**src/rtl/ex_mem_flag_stage_if.sv**
```systemverilog
// ex_mem_flag_stage_if: EX-side inputs and MEM/branch outputs of the EX/MEM flag stage
interface ex_mem_flag_stage_if #(
   parameter int DW = 16,
   parameter int RW = 4
);
   logic [DW-1:0] alu_out;
   logic [2:0]    alu_flags;
   logic [2:0]    alu_op;
   logic          ex_valid;
   logic          ex_flag_en;
   logic          ex_reg_we;
   logic [RW-1:0] ex_rd;
   logic          ex_is_branch;
   logic [2:0]    ex_cond;
   logic [DW-1:0] ex_target;
   logic          stall;
   logic          flush;
   logic          mem_valid;
   logic [DW-1:0] mem_result;
   logic [RW-1:0] mem_rd;
   logic          mem_reg_we;
   logic [2:0]    flags_q;
   logic          branch_taken;
   logic [DW-1:0] branch_pc;
   modport master (
      output alu_out, alu_flags, alu_op, ex_valid, ex_flag_en, ex_reg_we, ex_rd,
             ex_is_branch, ex_cond, ex_target, stall, flush,
      input  mem_valid, mem_result, mem_rd, mem_reg_we, flags_q, branch_taken, branch_pc
   );
   modport slave (
      input  alu_out, alu_flags, alu_op, ex_valid, ex_flag_en, ex_reg_we, ex_rd,
             ex_is_branch, ex_cond, ex_target, stall, flush,
      output mem_valid, mem_result, mem_rd, mem_reg_we, flags_q, branch_taken, branch_pc
   );
endinterface

```
**src/rtl/ex_mem_flag_stage.sv**
```systemverilog
// ex_mem_flag_stage: EX/MEM register, Z/V/N flag register and branch resolve; OVFL_CNT_EN adds an overflow counter
module ex_mem_flag_stage #(
   parameter int DW = 16,
   parameter int RW = 4
) (
   input logic clk,
   input logic rst,
`ifdef OVFL_CNT_EN
   output logic [15:0] ovfl_count,
`endif
   ex_mem_flag_stage_if.slave bus
);
   logic acc;
   logic wr_all;
   logic wr_z;
   logic [7:0] cond_vec;
   logic z, v, n;
   assign acc = bus.ex_valid & ~bus.stall & ~bus.flush;
   assign wr_all = acc & bus.ex_flag_en & (bus.alu_op[2:1] == 2'b00);
   assign wr_z = acc & bus.ex_flag_en & (bus.alu_op == 3'b010 || bus.alu_op == 3'b100 ||
                                         bus.alu_op == 3'b101 || bus.alu_op == 3'b110);
   assign {z, v, n} = bus.flags_q;
   // condition table indexed by ex_cond: ALWAYS, OV, LE, GE, LT, GT, EQ, NE
   assign cond_vec = {1'b1, v, n | z, z | (~z & ~n), n, ~z & ~n, z, ~z};
   assign bus.branch_taken = acc & bus.ex_is_branch & cond_vec[bus.ex_cond];
   assign bus.branch_pc = bus.branch_taken ? bus.ex_target : {DW{1'b0}};
   // EX/MEM pipeline register: flush loads a bubble, stall holds everything
   always_ff @(posedge clk) begin
      if (rst) begin
         bus.mem_valid  <= 1'b0;
         bus.mem_result <= {DW{1'b0}};
         bus.mem_rd     <= {RW{1'b0}};
         bus.mem_reg_we <= 1'b0;
      end else if (bus.flush) begin
         bus.mem_valid  <= 1'b0;
         bus.mem_reg_we <= 1'b0;
      end else if (!bus.stall) begin
         bus.mem_valid  <= bus.ex_valid;
         bus.mem_result <= bus.alu_out;
         bus.mem_rd     <= bus.ex_rd;
         bus.mem_reg_we <= bus.ex_reg_we & bus.ex_valid;
      end
   end
   // flag register: ADD/SUB write all flags, logic/shift ops write Z only
   always_ff @(posedge clk) begin
      if (rst)
         bus.flags_q <= 3'b000;
      else
         bus.flags_q <= {(wr_all | wr_z) ? bus.alu_flags[2] : z,
                         wr_all ? bus.alu_flags[1] : v,
                         wr_all ? bus.alu_flags[0] : n};
   end
`ifdef OVFL_CNT_EN
   // saturating count of accepted ADD/SUB flag writes that overflowed
   always_ff @(posedge clk) begin
      if (rst)
         ovfl_count <= 16'h0000;
      else if (wr_all & bus.alu_flags[1] & ~&ovfl_count)
         ovfl_count <= ovfl_count + 16'h0001;
   end
`endif
endmodule

```
**src/flat_wrapper.sv**
```systemverilog
// flat-port wrapper written by rule: the top's interface ports become plain ports
module ex_mem_flag_stage_flat 
#(
   parameter int DW = 16,
   parameter int RW = 4
)
  (clk, rst, bus_alu_out, bus_alu_flags, bus_alu_op, bus_ex_valid, bus_ex_flag_en, bus_ex_reg_we, bus_ex_rd, bus_ex_is_branch, bus_ex_cond, bus_ex_target, bus_stall, bus_flush, bus_mem_valid, bus_mem_result, bus_mem_rd, bus_mem_reg_we, bus_flags_q, bus_branch_taken, bus_branch_pc);
  ex_mem_flag_stage_if #(.DW(DW), .RW(RW)) bus_i ();
  input logic clk;
  input logic rst;
  input wire logic [$bits(bus_i.alu_out)-1:0] bus_alu_out;
  input wire logic [$bits(bus_i.alu_flags)-1:0] bus_alu_flags;
  input wire logic [$bits(bus_i.alu_op)-1:0] bus_alu_op;
  input wire logic [$bits(bus_i.ex_valid)-1:0] bus_ex_valid;
  input wire logic [$bits(bus_i.ex_flag_en)-1:0] bus_ex_flag_en;
  input wire logic [$bits(bus_i.ex_reg_we)-1:0] bus_ex_reg_we;
  input wire logic [$bits(bus_i.ex_rd)-1:0] bus_ex_rd;
  input wire logic [$bits(bus_i.ex_is_branch)-1:0] bus_ex_is_branch;
  input wire logic [$bits(bus_i.ex_cond)-1:0] bus_ex_cond;
  input wire logic [$bits(bus_i.ex_target)-1:0] bus_ex_target;
  input wire logic [$bits(bus_i.stall)-1:0] bus_stall;
  input wire logic [$bits(bus_i.flush)-1:0] bus_flush;
  output wire logic [$bits(bus_i.mem_valid)-1:0] bus_mem_valid;
  output wire logic [$bits(bus_i.mem_result)-1:0] bus_mem_result;
  output wire logic [$bits(bus_i.mem_rd)-1:0] bus_mem_rd;
  output wire logic [$bits(bus_i.mem_reg_we)-1:0] bus_mem_reg_we;
  output wire logic [$bits(bus_i.flags_q)-1:0] bus_flags_q;
  output wire logic [$bits(bus_i.branch_taken)-1:0] bus_branch_taken;
  output wire logic [$bits(bus_i.branch_pc)-1:0] bus_branch_pc;
  assign bus_i.alu_out = bus_alu_out;
  assign bus_i.alu_flags = bus_alu_flags;
  assign bus_i.alu_op = bus_alu_op;
  assign bus_i.ex_valid = bus_ex_valid;
  assign bus_i.ex_flag_en = bus_ex_flag_en;
  assign bus_i.ex_reg_we = bus_ex_reg_we;
  assign bus_i.ex_rd = bus_ex_rd;
  assign bus_i.ex_is_branch = bus_ex_is_branch;
  assign bus_i.ex_cond = bus_ex_cond;
  assign bus_i.ex_target = bus_ex_target;
  assign bus_i.stall = bus_stall;
  assign bus_i.flush = bus_flush;
  assign bus_mem_valid = bus_i.mem_valid;
  assign bus_mem_result = bus_i.mem_result;
  assign bus_mem_rd = bus_i.mem_rd;
  assign bus_mem_reg_we = bus_i.mem_reg_we;
  assign bus_flags_q = bus_i.flags_q;
  assign bus_branch_taken = bus_i.branch_taken;
  assign bus_branch_pc = bus_i.branch_pc;
  ex_mem_flag_stage #(.DW(DW), .RW(RW)) u_core (.clk(clk), .rst(rst), .bus(bus_i));
endmodule
```
**config.mk**
```make
export PLATFORM = sky130hd
export DESIGN_NAME = ex_mem_flag_stage_flat
export DESIGN_NICKNAME = d
export VERILOG_FILES = /design/src/rtl/ex_mem_flag_stage_if.sv /design/src/rtl/ex_mem_flag_stage.sv /design/src/flat_wrapper.sv
export SDC_FILE = /design/constraint.sdc
export NUM_CORES = 1
export LEC_CHECK = 0
export ABC_CLOCK_PERIOD_IN_PS = 2050
export CORE_ASPECT_RATIO = 0.9
export CORE_MARGIN = 4
export CORE_UTILIZATION = 32
export DETAILED_ROUTE_END_ITERATION = 12
export GPL_TIMING_DRIVEN = 0
export PLACE_DENSITY = 0.88
export SYNTH_ARGS = -nofsm -noshare
export SYNTH_HDL_FRONTEND = slang
export SYNTH_SLANG_ARGS = --single-unit
```
**constraint.sdc**
```tcl
create_clock -name clk -period 2.05 [get_ports clk]
set_input_delay 0.3075 -clock clk [delete_from_list [all_inputs] [get_ports clk]]
set_output_delay 0.3075 -clock clk [all_outputs]
set_load 0.05 [all_outputs]
```
==> impl_metrics.csv, run 1 <==
group,metric,value,unit
yosys,synth_xor_area_frac,0,
global_routing,overflow,0,
finish,final_common_cell,"clkdlybuf4s50_1",
yosys,synth_nets,191,
timing,min_period_over_period,1.044,
hold_path,hold_class,"primary input to flip-flop",
setup_path,cp.arrival,1.83,ns
power,vdd_drop_max,0.4070,mV
detailed_routing,drt_iter0_markers,36,
timing,fin_tns_setup,-1.119,ns
global_routing,grt_antenna_before_repair,0,
setup_path,rrSetupSlack,1.26,ns
timing,worstMarginPinSlew,0.5173,ns
floorplanning,start_util,0.3424,
setup_path,crit_required,1.74,ns
clock_network,insertion_delay,0.26,ns
hold_path,hold_start,"rst",
global_routing,grt_first_pass_wirelength,6168,um
setup_path,ff2ff_path_depth,3,
yosys,synth_top_area_cell,"dfxtp_1",
placement,port_buffers,93,
setup_path,rr_endpoint,"u_core.bus.flags_q[0]$_SDFFE_PP0P_",
setup_path,critPathCaptureType,"primary output",
detailed_routing,first_pass_iters,4,
job,timing.max_cap.violations,0,
yosys,ys_top_cells_by_area,"dfxtp_1, nand2_1, nor3b_2, a21oi_1, nor3b_1",
clock_network,clk_pin_slew,0.09,ns
clock_network,numCtsBuffers,3,
yosys,avgSynthCellArea,8.568,um^2
finish,nNetsFinal,299,
yosys,synth_compound_area_frac,0.1365,
power,powerDensity,461.8,mW/mm^2
status,status,"finished, violations left",
detailed_routing,drtAntennaViolNets,0,
clock_network,htreeDepth,1,
detailed_routing,drt_wl_total,4026,um
floorplanning,ios,95,
finish,n_fill_cell,269,
timing,worst_clock_skew,0,ns
timing,final-max-slew-violation-count,0,
timing,finalSetupViolCount,17,
yosys,synth_top_family_by_area,"simple AND/OR/NAND/NOR gates",
clock_network,clock_tree.buffer_depth,2,
setup_path,crit_path_start,"u_core.bus.flags_q[0]$_SDFFE_PP0P_",
yosys,ys_warn_count,0,
clock_network,cts_root_buf,"clkbuf_8",
timing,max_slew_margin,0.6540,
power,power_leakage,0.9303,nW
global_routing,grt_max_degree,16,
hold_path,min_path_cells,2,
floorplanning,core_area,0.003453,mm^2
yosys,yosys-mux-area-fraction,0.02540,
timing,setup_ws,-0.09048,ns
detailed_routing,vias_per_cell,4.747,
status,failed_checks,"setup timing",
timing,rsz0062_at_grt,"yes",
hold_path,min_to,"u_core.bus.mem_rd[2]$_SDFFE_PP0P_",
detailed_routing,route.vias.total,1372,
floorplanning,fp-row-count,20,
yosys,synth_seq_cells,25,
setup_path,r2r_start,"u_core.bus.flags_q[0]$_SDFFE_PP0P_",
floorplanning,dieArea,0.004733,mm^2
yosys,synth_simple_gate_area_share,0.3619,
floorplanning,die_w,72.08,um
yosys,synth_top_cell_area_share,0.4233,
timing,hold_violations,0,
finish,final_cell_mix,"clkdlybuf4s50_1, nand2_1, a21oi_1, dfxtp_1, buf_6",
yosys,synthCells,138,
setup_path,setup.worst_path.start_class,"flip-flop",
floorplanning,die_h,65.67,um
global_routing,grtUsageTotal,0.1643,
setup_path,crit_fanout,5,
yosys,synth-seq-area-share,0.4233,
timing,hold-worst-slack,0.3822,ns
timing,max_freq,0.4672,GHz
detailed_routing,drc_errors,0,
detailed_routing,wl_per_cell,13.93,um
clock_network,cts_tree,"yes",
global_routing,grt_pass1_vias,1354,
clock_network,clock_sinks,25,
setup_path,critPathKind,"flip-flop to primary output",
finish,syn_to_final_growth,111.5,%
yosys,synth_adder_area_share,0.009524,
finish,antennaDiodeCount,0,
timing,period_minus_slack,2.140,ns
placement,gp_congestion,0.7452,
yosys,synthDistinctLibCells,24,
finish,drive_above_1_share,0.2449,
yosys,synth.cell_area,0.001182,mm^2
placement,dp_hpwl,2984,um
==> synth_stat cells <==
cell type,instances
a21oi_1,22
a22oi_1,1
a31oi_2,1
buf_12,1
buf_2,1
clkbuf_1,7
dfxtp_1,25
maj3_2,1
mux2i_1,3
nand2_1,40
nand2b_1,2
nand3b_1,1
nand4bb_1,1
nor2_1,4
nor2_2,1
nor2b_1,3
nor3_1,2
nor3b_1,8
nor3b_2,9
o2111ai_4,1
o21ai_0,1
or2_2,1
or3_1,1
or3b_4,1
==> repair_timing <==
item / 4_1_cts / 5_1_grt
endpoints found under the setup margin: 17 / 17
resized for setup: 134 / 3
hold buffers: 0 / 0
cloned: 2 / 0
setup buffers: 5 / 3
pin swaps: 7 / 6
==> worst max-delay path, stage by stage, from the launching register on <==
cell       delay (ns)
dfxtp_4          0.35
maj3_2           0.28
or3b_4           0.40
o2111ai_4        0.15
buf_12           0.19
nor3b_4          0.05
buf_6            0.15
==> metal layers <==
layer,global-route usage,up-vias,routed length (um),share of wire
li1,-,683,-,-
met1,0.1765,626,1620,0.40
met5,0,-,0,0
met3,0.04434,2,378,0.094
met2,0.3125,61,2010,0.50
met4,0.04225,0,17,0.0042
==> sequential cells by signal (all words and copies together), names as in the netlist <==
signal                 cells
u_core.bus.flags_q         3
u_core.bus.mem_rd          4
u_core.bus.mem_reg_we      1
u_core.bus.mem_result     16
u_core.bus.mem_valid       1
==> area by class of cell <==
class | count | area (um^2) | area share
clock inverters | 1 | 6.256 | 0.002501
well taps | 44 | 55.05 | 0.02201
flip-flops and latches | 25 | 509.2 | 0.2036
repair buffers | 102 | 1052 | 0.4207
multi-input cells | 105 | 779.5 | 0.3117
clock buffers | 3 | 41.29 | 0.01651
plain buffers | 9 | 57.56 | 0.02301
==> report_power, final <==
part | internal [mW] | switching, mW
registers | 0.503 | 0.0100
logic | 0.176 | 0.174
clock network | 0.138 | 0.154
total | 0.817 | 0.338
==> worst max path at each step <==
stage | end | slack [ns]
2_1_floorplan | bus_branch_pc[10] | 0.04
3_3_place_gp | bus_branch_pc[8] | -1.02
3_5_place_dp | bus_branch_pc[6] | -1.03
4_1_cts | bus_branch_pc[13] | -0.12
5_1_grt | bus_branch_pc[14] | -0.15
6_report | bus_branch_pc[12] | -0.09
==> per-stage QoR <==
| step | cells | util | worst slack [ns] | instance area [um^2] | total power [mW] |
|---|---|---|---|---|---|
| global placement | 275 | 0.6576 | -1.025 | 2271 | 0.8462 |
| global route | 289 | 0.7243 | -0.1452 | 2501 | 1.207 |
| floorplan | 138 | - | 0.04161 | 1285 | 0.6883 |
| CTS | 286 | 0.7134 | -0.1193 | 2464 | 1.155 |
| detailed placement | 275 | 0.6576 | -1.028 | 2271 | 0.8503 |
| finish | 289 | 0.7243 | -0.09048 | 2501 | 1.155 |
==> kinds of logic after synthesis <==
| group | Yosys count |
|---|---|
| and+or+nand+nor | 74 |
| buffers and inverters | 9 |
| AOI/OAI and AO/OA | 26 |
| adders and majority gates | 1 |
| DFF | 25 |
| muxes | 3 |
(Power assumes the default switching activity.)
==> inputs of run 2 (changes only) <==
Settings changed: MAX_ROUTING_LAYER set to met4.
==> run 2 against run 1 <==
The flow still finishes with violations (setup timing). Wire length about the same. Clock skew unchanged. Non-clock buffer count unchanged. Flip-flop and latch count unchanged. Critical path type unchanged. Combinational power about the same. Register-to-register slack about the same. Cell count unchanged. Via count about the same. Critical path depth unchanged.
==> impl_metrics.csv, run 2 (synthesis gave the netlist of run 1 again) <==
group,metric,value,unit
detailed_routing,route.vias.total,1373,
finish,largestRegisters,"u_core.bus.mem_result: 16 flops, u_core.bus.mem_rd: 4 flops, u_core.bus.flags_q: 3 flops",
job,timing.max_cap.violations,0,
timing,fin_tns_setup,-1.118,ns
clock_network,cts_root_buf,"clkbuf_8",
floorplanning,start_util,0.3424,
floorplanning,fp-row-count,20,
setup_path,critPathKind,"flip-flop to primary output",
finish,post-route-util,0.7243,
timing,worstMarginPinSlew,0.5188,ns
placement,place_area,0.002271,mm^2
hold_path,hold_class,"primary input to flip-flop",
detailed_routing,vias_per_cell,4.751,
timing,hold-worst-slack,0.3827,ns
finish,final_common_cell,"clkdlybuf4s50_1",
detailed_routing,drt_iter0_markers,34,
setup_path,crit_fanout,5,
detailed_routing,drc_errors,0,
power,power_leakage,0.9303,nW
global_routing,grt_antenna_before_repair,0,
finish,antennaDiodeCount,0,
setup_path,cp.arrival,1.83,ns
status,status,"finished, violations left",
global_routing,overflow,0,
timing,period_minus_slack,2.140,ns
finish,nNetsFinal,299,
floorplanning,dieArea,0.004733,mm^2
timing,setup_ws,-0.09044,ns
placement,dp_hpwl,2984,um
global_routing,grtUsageTotal,0.1686,
global_routing,grt_first_pass_wirelength,6168,um
timing,min_period_over_period,1.044,
timing,rsz0062_at_grt,"yes",
floorplanning,ios,95,
timing,finalSetupViolCount,17,
clock_network,htreeDepth,1,
floorplanning,core_area,0.003453,mm^2
clock_network,cts_hold_buf,0,
setup_path,setup.worst_path.start_class,"flip-flop",
detailed_routing,drtAntennaViolNets,0,
clock_network,numCtsBuffers,3,
floorplanning,die_w,72.08,um
placement,dpl_worst_slack,-1.028,ns
timing,max_freq,0.4672,GHz
finish,top_register,"u_core.bus.mem_result",
clock_network,insertion_delay,0.26,ns
power,powerDensity,461.9,mW/mm^2
finish,drive_above_1_share,0.2449,
finish,largest_reg_flops,16,
setup_path,critPathCaptureType,"primary output",
global_routing,grt_pass1_vias,1352,
timing,max_slew_margin,0.6530,
detailed_routing,first_pass_iters,4,
setup_path,rrSetupSlack,1.26,ns
placement,gp_congestion,0.7546,
clock_network,clock_tree.buffer_depth,2,
clock_network,clk_pin_slew,0.09,ns
finish,design_area,0.002501,mm^2
clock_network,cts_tree,"yes",
setup_path,crit_required,1.74,ns
global_routing,grt_max_degree,16,
detailed_routing,wl_per_cell,13.94,um
power,p_total,1.155,mW
finish,syn_to_final_growth,111.5,%
power,vdd_drop_max,0.4071,mV
finish,final_cell_mix,"clkdlybuf4s50_1, nand2_1, a21oi_1, dfxtp_1, buf_6",
detailed_routing,drt_wl_total,4029,um
placement,dp_cells,275,
clock_network,clock_sinks,25,
placement,port_buffers,93,
floorplanning,die_h,65.67,um
timing,final-max-slew-violation-count,0,
status,failed_checks,"setup timing",
timing,worst_clock_skew,0,ns
finish,stdcell_count,289,
timing,hold_violations,0,
-- run 2: path summary, 6_finish.rpt --
kind | startpoint | endpoint | cells past startpoint
worst max-delay path | u_core.bus.flags_q[0]$_SDFFE_PP0P_ | bus_branch_pc[12] | 6
worst min-delay path | rst | u_core.bus.mem_rd[2]$_SDFFE_PP0P_ | 2
worst max register to register | u_core.bus.flags_q[0]$_SDFFE_PP0P_ | u_core.bus.flags_q[0]$_SDFFE_PP0P_ | 3
worst min register to register | u_core.bus.mem_result[1]$_SDFFE_PP0P_ | u_core.bus.mem_result[1]$_SDFFE_PP0P_ | 2
-- run 2: final cells by class --
type	instances	area, um^2
repair buffers	102	1052
well taps	44	55.05
fillers	269	952.2
flip-flops and latches	25	509.2
clock inverters	1	6.256
clock buffers	3	41.29
plain buffers	9	57.56
multi-input cells	105	779.5
-- run 2: critical path, stage by stage, from the launching register on --
cell and delay (ns):
dfxtp_4 0.35, maj3_2 0.28, or3b_4 0.40, o2111ai_4 0.15, buf_12 0.19, nor3b_4 0.05, buf_6 0.15
-- run 2: power by group --
| part | leakage [nW] | total, mW | internal (mW) | switching [mW] |
|---|---|---|---|---|
| Combinational | 0.698 | 0.350 | 0.176 | 0.175 |
| Sequential | 0.206 | 0.513 | 0.503 | 0.0101 |
| Clock | 0.0260 | 0.292 | 0.138 | 0.154 |
| Total | 0.930 | 1.16 | 0.817 | 0.339 |
-- run 2: repair_timing --
item / 4_1_cts / 5_1_grt
hold endpoints to repair: 0 / 0
setup endpoints to repair: 17 / 17
resized for setup: 134 / 3
buffers inserted: 5 / 3
gates cloned: 2 / 0
pin swaps: 7 / 6
-- run 2: per-layer routing --
layer / up-vias / part of all wire / GRT usage
met5: - / 0 / -
met4: 0 / 0.0042 / 0.04225
met3: 2 / 0.084 / 0.03670
met2: 61 / 0.50 / 0.3125
met1: 627 / 0.41 / 0.1811
li1: 683 / - / -
